===== config.mk =====
export PLATFORM = sky130hd
export DESIGN_NAME = mem_access_unit
export DESIGN_NICKNAME = d
export VERILOG_FILES = /design/src/rtl/mau_pkg.sv /design/src/rtl/mau_lane.sv /design/src/rtl/mem_access_unit.sv
export SDC_FILE = /design/constraint.sdc
export NUM_CORES = 1
export LEC_CHECK = 0
export CORE_MARGIN = 2
export CORE_UTILIZATION = 51
export CTS_CLUSTER_DIAMETER = 30
export DETAILED_ROUTE_END_ITERATION = 7
export PLACE_DENSITY_LB_ADDON = 0.1
export SETUP_SLACK_MARGIN = 0.1
export SLEW_MARGIN = 0
export SYNTH_ARGS = -nofsm -noshare
export SYNTH_HDL_FRONTEND = slang
export SYNTH_SLANG_ARGS = --single-unit

===== constraint.sdc =====
create_clock -name clk -period 6 [get_ports clk]
set_clock_uncertainty 0.15 [all_clocks]
set_input_delay 1.2 -clock clk [delete_from_list [all_inputs] [get_ports clk]]
set_output_delay 1.2 -clock clk [all_outputs]
set_load 0.1 [all_outputs]

===== src/rtl/mau_pkg.sv =====
// Shared encodings and lane helpers for the memory access unit.
// Lanes are big-endian: byte offset 0 is bits 31:24, halfword offset 0 is bits 31:16.
package mau_pkg;

    typedef enum logic [2:0] {
        OP_LW  = 3'd0,
        OP_LH  = 3'd1,
        OP_LHU = 3'd2,
        OP_LB  = 3'd3,
        OP_LBU = 3'd4,
        OP_SW  = 3'd5,
        OP_SH  = 3'd6,
        OP_SB  = 3'd7
    } op_e;

    typedef enum logic [1:0] {
        ST_IDLE = 2'd0,
        ST_RD   = 2'd1,
        ST_WR   = 2'd2,
        ST_RSP  = 2'd3
    } state_e;

    typedef enum logic [1:0] {
        SZ_BYTE = 2'd0,
        SZ_HALF = 2'd1,
        SZ_WORD = 2'd2
    } size_e;

    localparam logic [31:0] LANE_MASK_BYTE = 32'h0000_00FF;
    localparam logic [31:0] LANE_MASK_HALF = 32'h0000_FFFF;
    localparam logic [31:0] LANE_MASK_WORD = 32'hFFFF_FFFF;

    function automatic size_e op_size(input op_e op);
        case (op)
            OP_LB, OP_LBU, OP_SB: op_size = SZ_BYTE;
            OP_LH, OP_LHU, OP_SH: op_size = SZ_HALF;
            default:              op_size = SZ_WORD;
        endcase
    endfunction

    function automatic logic op_signed(input op_e op);
        op_signed = (op == OP_LB) || (op == OP_LH);
    endfunction

    function automatic logic op_is_store(input op_e op);
        op_is_store = (op == OP_SW) || (op == OP_SH) || (op == OP_SB);
    endfunction

    // Right-shift that brings the addressed lane down to bit 0.
    function automatic logic [4:0] lane_shift(input logic [1:0] off, input size_e sz);
        case (sz)
            SZ_BYTE: lane_shift = {~off, 3'b000};
            SZ_HALF: lane_shift = {~off[1], 4'b0000};
            default: lane_shift = 5'd0;
        endcase
    endfunction

    // Drops the low offset bits that a naturally aligned access of this size ignores.
    function automatic logic [1:0] align_off(input logic [1:0] off, input size_e sz);
        case (sz)
            SZ_BYTE: align_off = off;
            SZ_HALF: align_off = {off[1], 1'b0};
            default: align_off = 2'b00;
        endcase
    endfunction

endpackage


===== src/rtl/mau_lane.sv =====
// Combinational lane extract/extend for loads and lane merge for byte/halfword stores.
module mau_lane
    import mau_pkg::*;
(
    input  logic [31:0] word_i,
    input  logic [1:0]  offset_i,
    input  logic [1:0]  size_i,
    input  logic        signed_i,
    input  logic [31:0] wdata_i,
    output logic [31:0] load_o,
    output logic [31:0] merge_o
);

    logic [4:0]  shift;
    logic [31:0] mask;
    logic [31:0] lane;

    always_comb begin
        shift = lane_shift(offset_i, size_e'(size_i));
        case (size_e'(size_i))
            SZ_BYTE: mask = LANE_MASK_BYTE;
            SZ_HALF: mask = LANE_MASK_HALF;
            default: mask = LANE_MASK_WORD;
        endcase
        lane = (word_i >> shift) & mask;

        case (size_e'(size_i))
            SZ_BYTE: load_o = signed_i ? {{24{lane[7]}}, lane[7:0]} : {24'd0, lane[7:0]};
            SZ_HALF: load_o = signed_i ? {{16{lane[15]}}, lane[15:0]} : {16'd0, lane[15:0]};
            default: load_o = lane;
        endcase

        merge_o = (word_i & ~(mask << shift)) | ((wdata_i & mask) << shift);
    end

endmodule


===== src/rtl/mem_access_unit.sv =====
// Load/store initiator for the MEM stage; byte/halfword stores run as read-modify-write.
// Optional macro MAU_MISALIGN_TRAP_EN turns misaligned accesses into error responses.
module mem_access_unit
    import mau_pkg::*;
#(
    parameter int DM_WORDS = 8
) (
    input  logic        clk,
    input  logic        rst_n,
    input  logic        req_valid,
    output logic        req_ready,
    input  logic [2:0]  req_op,
    input  logic [31:0] req_addr,
    input  logic [31:0] req_wdata,
    output logic        rsp_valid,
    output logic [31:0] rsp_rdata,
    output logic        rsp_err,
    output logic        dm_r,
    output logic        dm_w,
    output logic [31:0] dm_addr,
    output logic [31:0] dm_wdata,
    input  logic [31:0] dm_rdata
);

    state_e      state_q, state_d;
    op_e         op_q, op_d;
    logic [29:0] idx_q, idx_d;
    logic [1:0]  off_q, off_d;
    logic [31:0] wdata_q, wdata_d;
    logic        dm_r_q, dm_r_d;
    logic        dm_w_q, dm_w_d;
    logic [31:0] dm_addr_q, dm_addr_d;
    logic [31:0] dm_wdata_q, dm_wdata_d;
    logic [31:0] rsp_rdata_q, rsp_rdata_d;
    logic        rsp_err_q, rsp_err_d;

    op_e         req_op_e;
    size_e       req_size;
    logic        range_err;
    logic        misalign;
    logic        req_err;
    logic [31:0] lane_load;
    logic [31:0] lane_merge;
    logic [1:0]  lane_size;
    logic        lane_signed;

    assign req_op_e  = op_e'(req_op);
    assign req_size  = op_size(req_op_e);
    assign range_err = {2'b00, req_addr[31:2]} >= 32'(DM_WORDS);

`ifdef MAU_MISALIGN_TRAP_EN
    assign misalign = ((req_size == SZ_HALF) && req_addr[0]) ||
                      ((req_size == SZ_WORD) && (req_addr[1:0] != 2'b00));
`else
    assign misalign = 1'b0;
`endif

    assign req_err     = range_err || misalign;
    assign lane_size   = op_size(op_q);
    assign lane_signed = op_signed(op_q);

    // Operates on the live read word so the RD cycle's data lands directly in the output registers.
    mau_lane u_lane (
        .word_i   (dm_rdata),
        .offset_i (off_q),
        .size_i   (lane_size),
        .signed_i (lane_signed),
        .wdata_i  (wdata_q),
        .load_o   (lane_load),
        .merge_o  (lane_merge)
    );

    always_comb begin
        state_d     = state_q;
        op_d        = op_q;
        idx_d       = idx_q;
        off_d       = off_q;
        wdata_d     = wdata_q;
        dm_r_d      = 1'b0;
        dm_w_d      = 1'b0;
        dm_addr_d   = 32'd0;
        dm_wdata_d  = 32'd0;
        rsp_rdata_d = 32'd0;
        rsp_err_d   = 1'b0;

        case (state_q)
            ST_IDLE: begin
                if (req_valid) begin
                    op_d    = req_op_e;
                    idx_d   = req_addr[31:2];
                    off_d   = align_off(req_addr[1:0], req_size);
                    wdata_d = req_wdata;
                    if (req_err) begin
                        state_d   = ST_RSP;
                        rsp_err_d = 1'b1;
                    end else if (req_op_e == OP_SW) begin
                        state_d    = ST_WR;
                        dm_w_d     = 1'b1;
                        dm_addr_d  = {2'b00, req_addr[31:2]};
                        dm_wdata_d = req_wdata;
                    end else begin
                        state_d   = ST_RD;
                        dm_r_d    = 1'b1;
                        dm_addr_d = {2'b00, req_addr[31:2]};
                    end
                end
            end
            ST_RD: begin
                if (op_is_store(op_q)) begin
                    state_d    = ST_WR;
                    dm_w_d     = 1'b1;
                    dm_addr_d  = {2'b00, idx_q};
                    dm_wdata_d = lane_merge;
                end else begin
                    state_d     = ST_RSP;
                    rsp_rdata_d = lane_load;
                end
            end
            ST_WR:   state_d = ST_RSP;
            ST_RSP:  state_d = ST_IDLE;
            default: state_d = ST_IDLE;
        endcase
    end

    always_ff @(posedge clk) begin
        if (!rst_n) begin
            state_q     <= ST_IDLE;
            op_q        <= OP_LW;
            idx_q       <= 30'd0;
            off_q       <= 2'd0;
            wdata_q     <= 32'd0;
            dm_r_q      <= 1'b0;
            dm_w_q      <= 1'b0;
            dm_addr_q   <= 32'd0;
            dm_wdata_q  <= 32'd0;
            rsp_rdata_q <= 32'd0;
            rsp_err_q   <= 1'b0;
        end else begin
            state_q     <= state_d;
            op_q        <= op_d;
            idx_q       <= idx_d;
            off_q       <= off_d;
            wdata_q     <= wdata_d;
            dm_r_q      <= dm_r_d;
            dm_w_q      <= dm_w_d;
            dm_addr_q   <= dm_addr_d;
            dm_wdata_q  <= dm_wdata_d;
            rsp_rdata_q <= rsp_rdata_d;
            rsp_err_q   <= rsp_err_d;
        end
    end

    assign req_ready = (state_q == ST_IDLE);
    assign rsp_valid = (state_q == ST_RSP);
    assign rsp_rdata = rsp_rdata_q;
    assign rsp_err   = rsp_err_q;
    assign dm_r      = dm_r_q;
    assign dm_w      = dm_w_q;
    assign dm_addr   = dm_addr_q;
    assign dm_wdata  = dm_wdata_q;

endmodule


==> results.yml <==
synth:
  synth_most_common_cell: "nand2_1"
  synthFlopType: "dfxtp_1"
  synthTopCellsByCount: "nand2_1 (173), dfxtp_1 (166), a21boi_0 (68), clkbuf_1 (45), nor2_1 (41)"
  synth.distinct_cells: 52
  synth_edf_count: 0
  synth_area_leaders: "dfxtp_1 (50%), nand2_1 (9.7%), a21boi_0 (7.6%)"
  yosys.area_share.simple_pct: 18.9
  synthMuxAreaShare_pct: 4.36
  async_flop_share_pct: 0
  synth_largest_area_cell: "dfxtp_1"
  yosysTopAreaCellShare_pct: 49.5
  synthAdderAreaFrac_pct: 0.746
  synth-compound-area-share_pct: 21.8
  synth-xor-area-share_pct: 0.261
  yosysSeqAreaShare_pct: 49.5
  synth_top_family_by_area: "compound AO/OA/AOI/OAI gates"
  synth_area_per_cell_sq_um: 8.86
  synth_cells: 757
  synth_area_sq_um: 6710
  synth_seq_cells: 166
  synth_warnings: 0
timing:
  max_slew_margin_pct: 25.6
  clock.fmax_mhz: 264
  holdWs_ns: 0.309
  rsz0062_at_grt: "false"
  min_period_over_period_pct: 63.1
  tightest_slew_ns: 1.11
  slew_viol_final: 0
  hold_viol: 0
  finalSetupTns_ns: 0
  min_period_ns: 3.78
  setup_viol: 0
clock_tree:
  cts_tree: "built"
  numCtsBuffers: 17
  cts_resized: 0
  post_cts_buffers: 0
  clk_latency_ns: 0.42
  clkTransAtPathRegs_ns: 0.06
  cts-root-buf: "clkbuf_16"
  htree_levels: 4
  cts_buffer_depth: 2
  numClockSinks: 166
  ctsHoldBuffers: 0
floorplanning:
  die_height_um: 119
  die_w_um: 119
  coreArea_sq_um: 12700
  rows: 41
  start_util_pct: 52.7
  ioPinCount: 203
  die-area_sq_um: 14100
setup_path:
  startpoint_type: "flop"
  crit_arrival_ns: 2.43
  crit_type: "flop to output pin"
  cp_top_family: "buffers and inverters"
  cp_slowest_cell: "clkdlybuf4s50_1"
  required_ns: 4.65
  crit_path_cell_trace: "inv_1, ha_1, clkdlybuf4s50_1"
  crit_path_max_fanout: 9
  path_buf_inv: 2
  cp-end-kind: "output pin"
  critPathMaxStageDelay_ns: 1.20
drt:
  avgViaCountPerCell: 5.69
  met2_length_um: 9650
  drc: 0
  dr.max_layer_used: "met4"
  met1Wirelength_um: 9070
  routedWlPerCell_um: 18.8
  vias: 6313
  wl_met3_um: 1720
  routed_wl_um: 20800
  firstDrtPassIters: 5
  final_antenna_net_count: 0
  drt-initial-drc-count: 663
place:
  gp_congestion: 0.918
  port_buffers: 200
  hpwl_um: 15100
global_routing:
  grt_pass1_wl_um: 32400
  grt_max_degree: 56
  grtUsageTotal_pct: 29.3
  antenna_found_initial: 0
  grt_pass1_vias: 5988
  overflow: 0
outcome:
  outcome: "finished clean"
job:
  cap_violations: 0
hold_path:
  hp-class: "flop to flop"
power_and_ir_drop:
  p_per_area_nw_per_um2: 386
  ir_drop_mv: 0.584
  leakagePower_nw: 3.51
cells_and_area:
  diodes: 0
  drive_above_1_share_pct: 6.50
  n_fill_cell: 975
  area_growth_pct: 40.3
  nets: 1031
==> stage by stage <==
step                total power, mW  utilization, %  instance area, sq um  setup slack, ns  cells
finish                         3.64            74.0                  9410             2.22   1110
detailed placement             2.46            68.9                  8770             2.18   1078
CTS                            3.63            74.0                  9410             2.20   1110
floorplan                      2.13               -                  6710             3.06    758
global placement               2.43            68.9                  8770             2.24   1078
global route                   3.78            74.0                  9410             2.16   1110
==> cells by family after synthesis <==
kind of cell,count (synthesis)
mux,27
compound gates,198
fa+ha+maj,4
buf+inv,72
xor+xnor,2
other cells,1
simple gates,287
flops,166
==> cell usage in the layout, fill, tap and decap left out, types with 2 or more instances in the layout <==
cell and n:
clkdlybuf4s50_1 199, nand2_1 172, dfxtp_1 166, a21boi_0 68, nor2_1 40, and3_1 30, a32oi_1 24, a21oi_1 23
mux2i_1 18, nor2b_1 17, clkbuf_16 17, o22ai_1 16, a211oi_1 14, inv_1 13, o21ai_0 12, a22oi_1 10
a22o_1 8, mux2_2 8, nor4_1 7, a221oi_1 7, buf_4 7, nand3_1 5, bufinv_16 5, nand2b_1 4
ha_1 4, o21ai_2 3, clkinvlp_4 3, xor2_1 2, or2_2 2, conb_1 2, clkinv_2 2, clkbuf_1 2
==> worst min-delay path, cell delays in order, from the launching register on <==
cell      delay [ns]
dfxtp_1         0.30
nand2_1         0.04
a21boi_0        0.06
==> report_power, final <==
| part | switching [mW] | internal, mW |
|---|---|---|
| Clock | 0.436 | 0.750 |
| Sequential | 0.0815 | 1.22 |
| Combinational | 0.810 | 0.342 |
| Total | 1.33 | 2.31 |
==> registers in the layout (all words and copies together), names as in the netlist <==
name / count
idx_q: 30
op_q: 3
rsp_err: 1
dm_r: 1
off_q: 2
dm_w: 1
rsp_rdata: 32
state_q: 2
dm_addr: 30
wdata_q: 32
dm_wdata: 32
==> path summary, 6_finish.rpt <==
kind,start,endpoint,slack (ns),cells after the start
setup / recovery,state_q[0],req_ready,2.22,3
hold / removal,idx_q[16],idx_q[16],0.31,2
setup reg to reg,op_q[1],rsp_rdata[20],2.66,6
hold reg to reg,idx_q[16],idx_q[16],0.31,2
==> routing by layer <==
layer | global-route usage, % | vias up
met4 | 10.3 | 0
li1 | - | 2981
met2 | 45.4 | 323
met5 | 0 | -
met1 | 40.8 | 2978
met3 | 5.74 | 31
==> final cells by class <==
type                    count  area [sq um]  area share [%]
repair buffers            207          2050            21.8
flip-flops and latches    166          3320            35.3
multi-input cells         520          3130            33.3
clock inverters            12           200            2.13
clock buffers              20           447            4.74
inverters                  13          48.8           0.518
well taps                 172           215            2.29
Note: power is estimated with default switching activity, not from simulation.
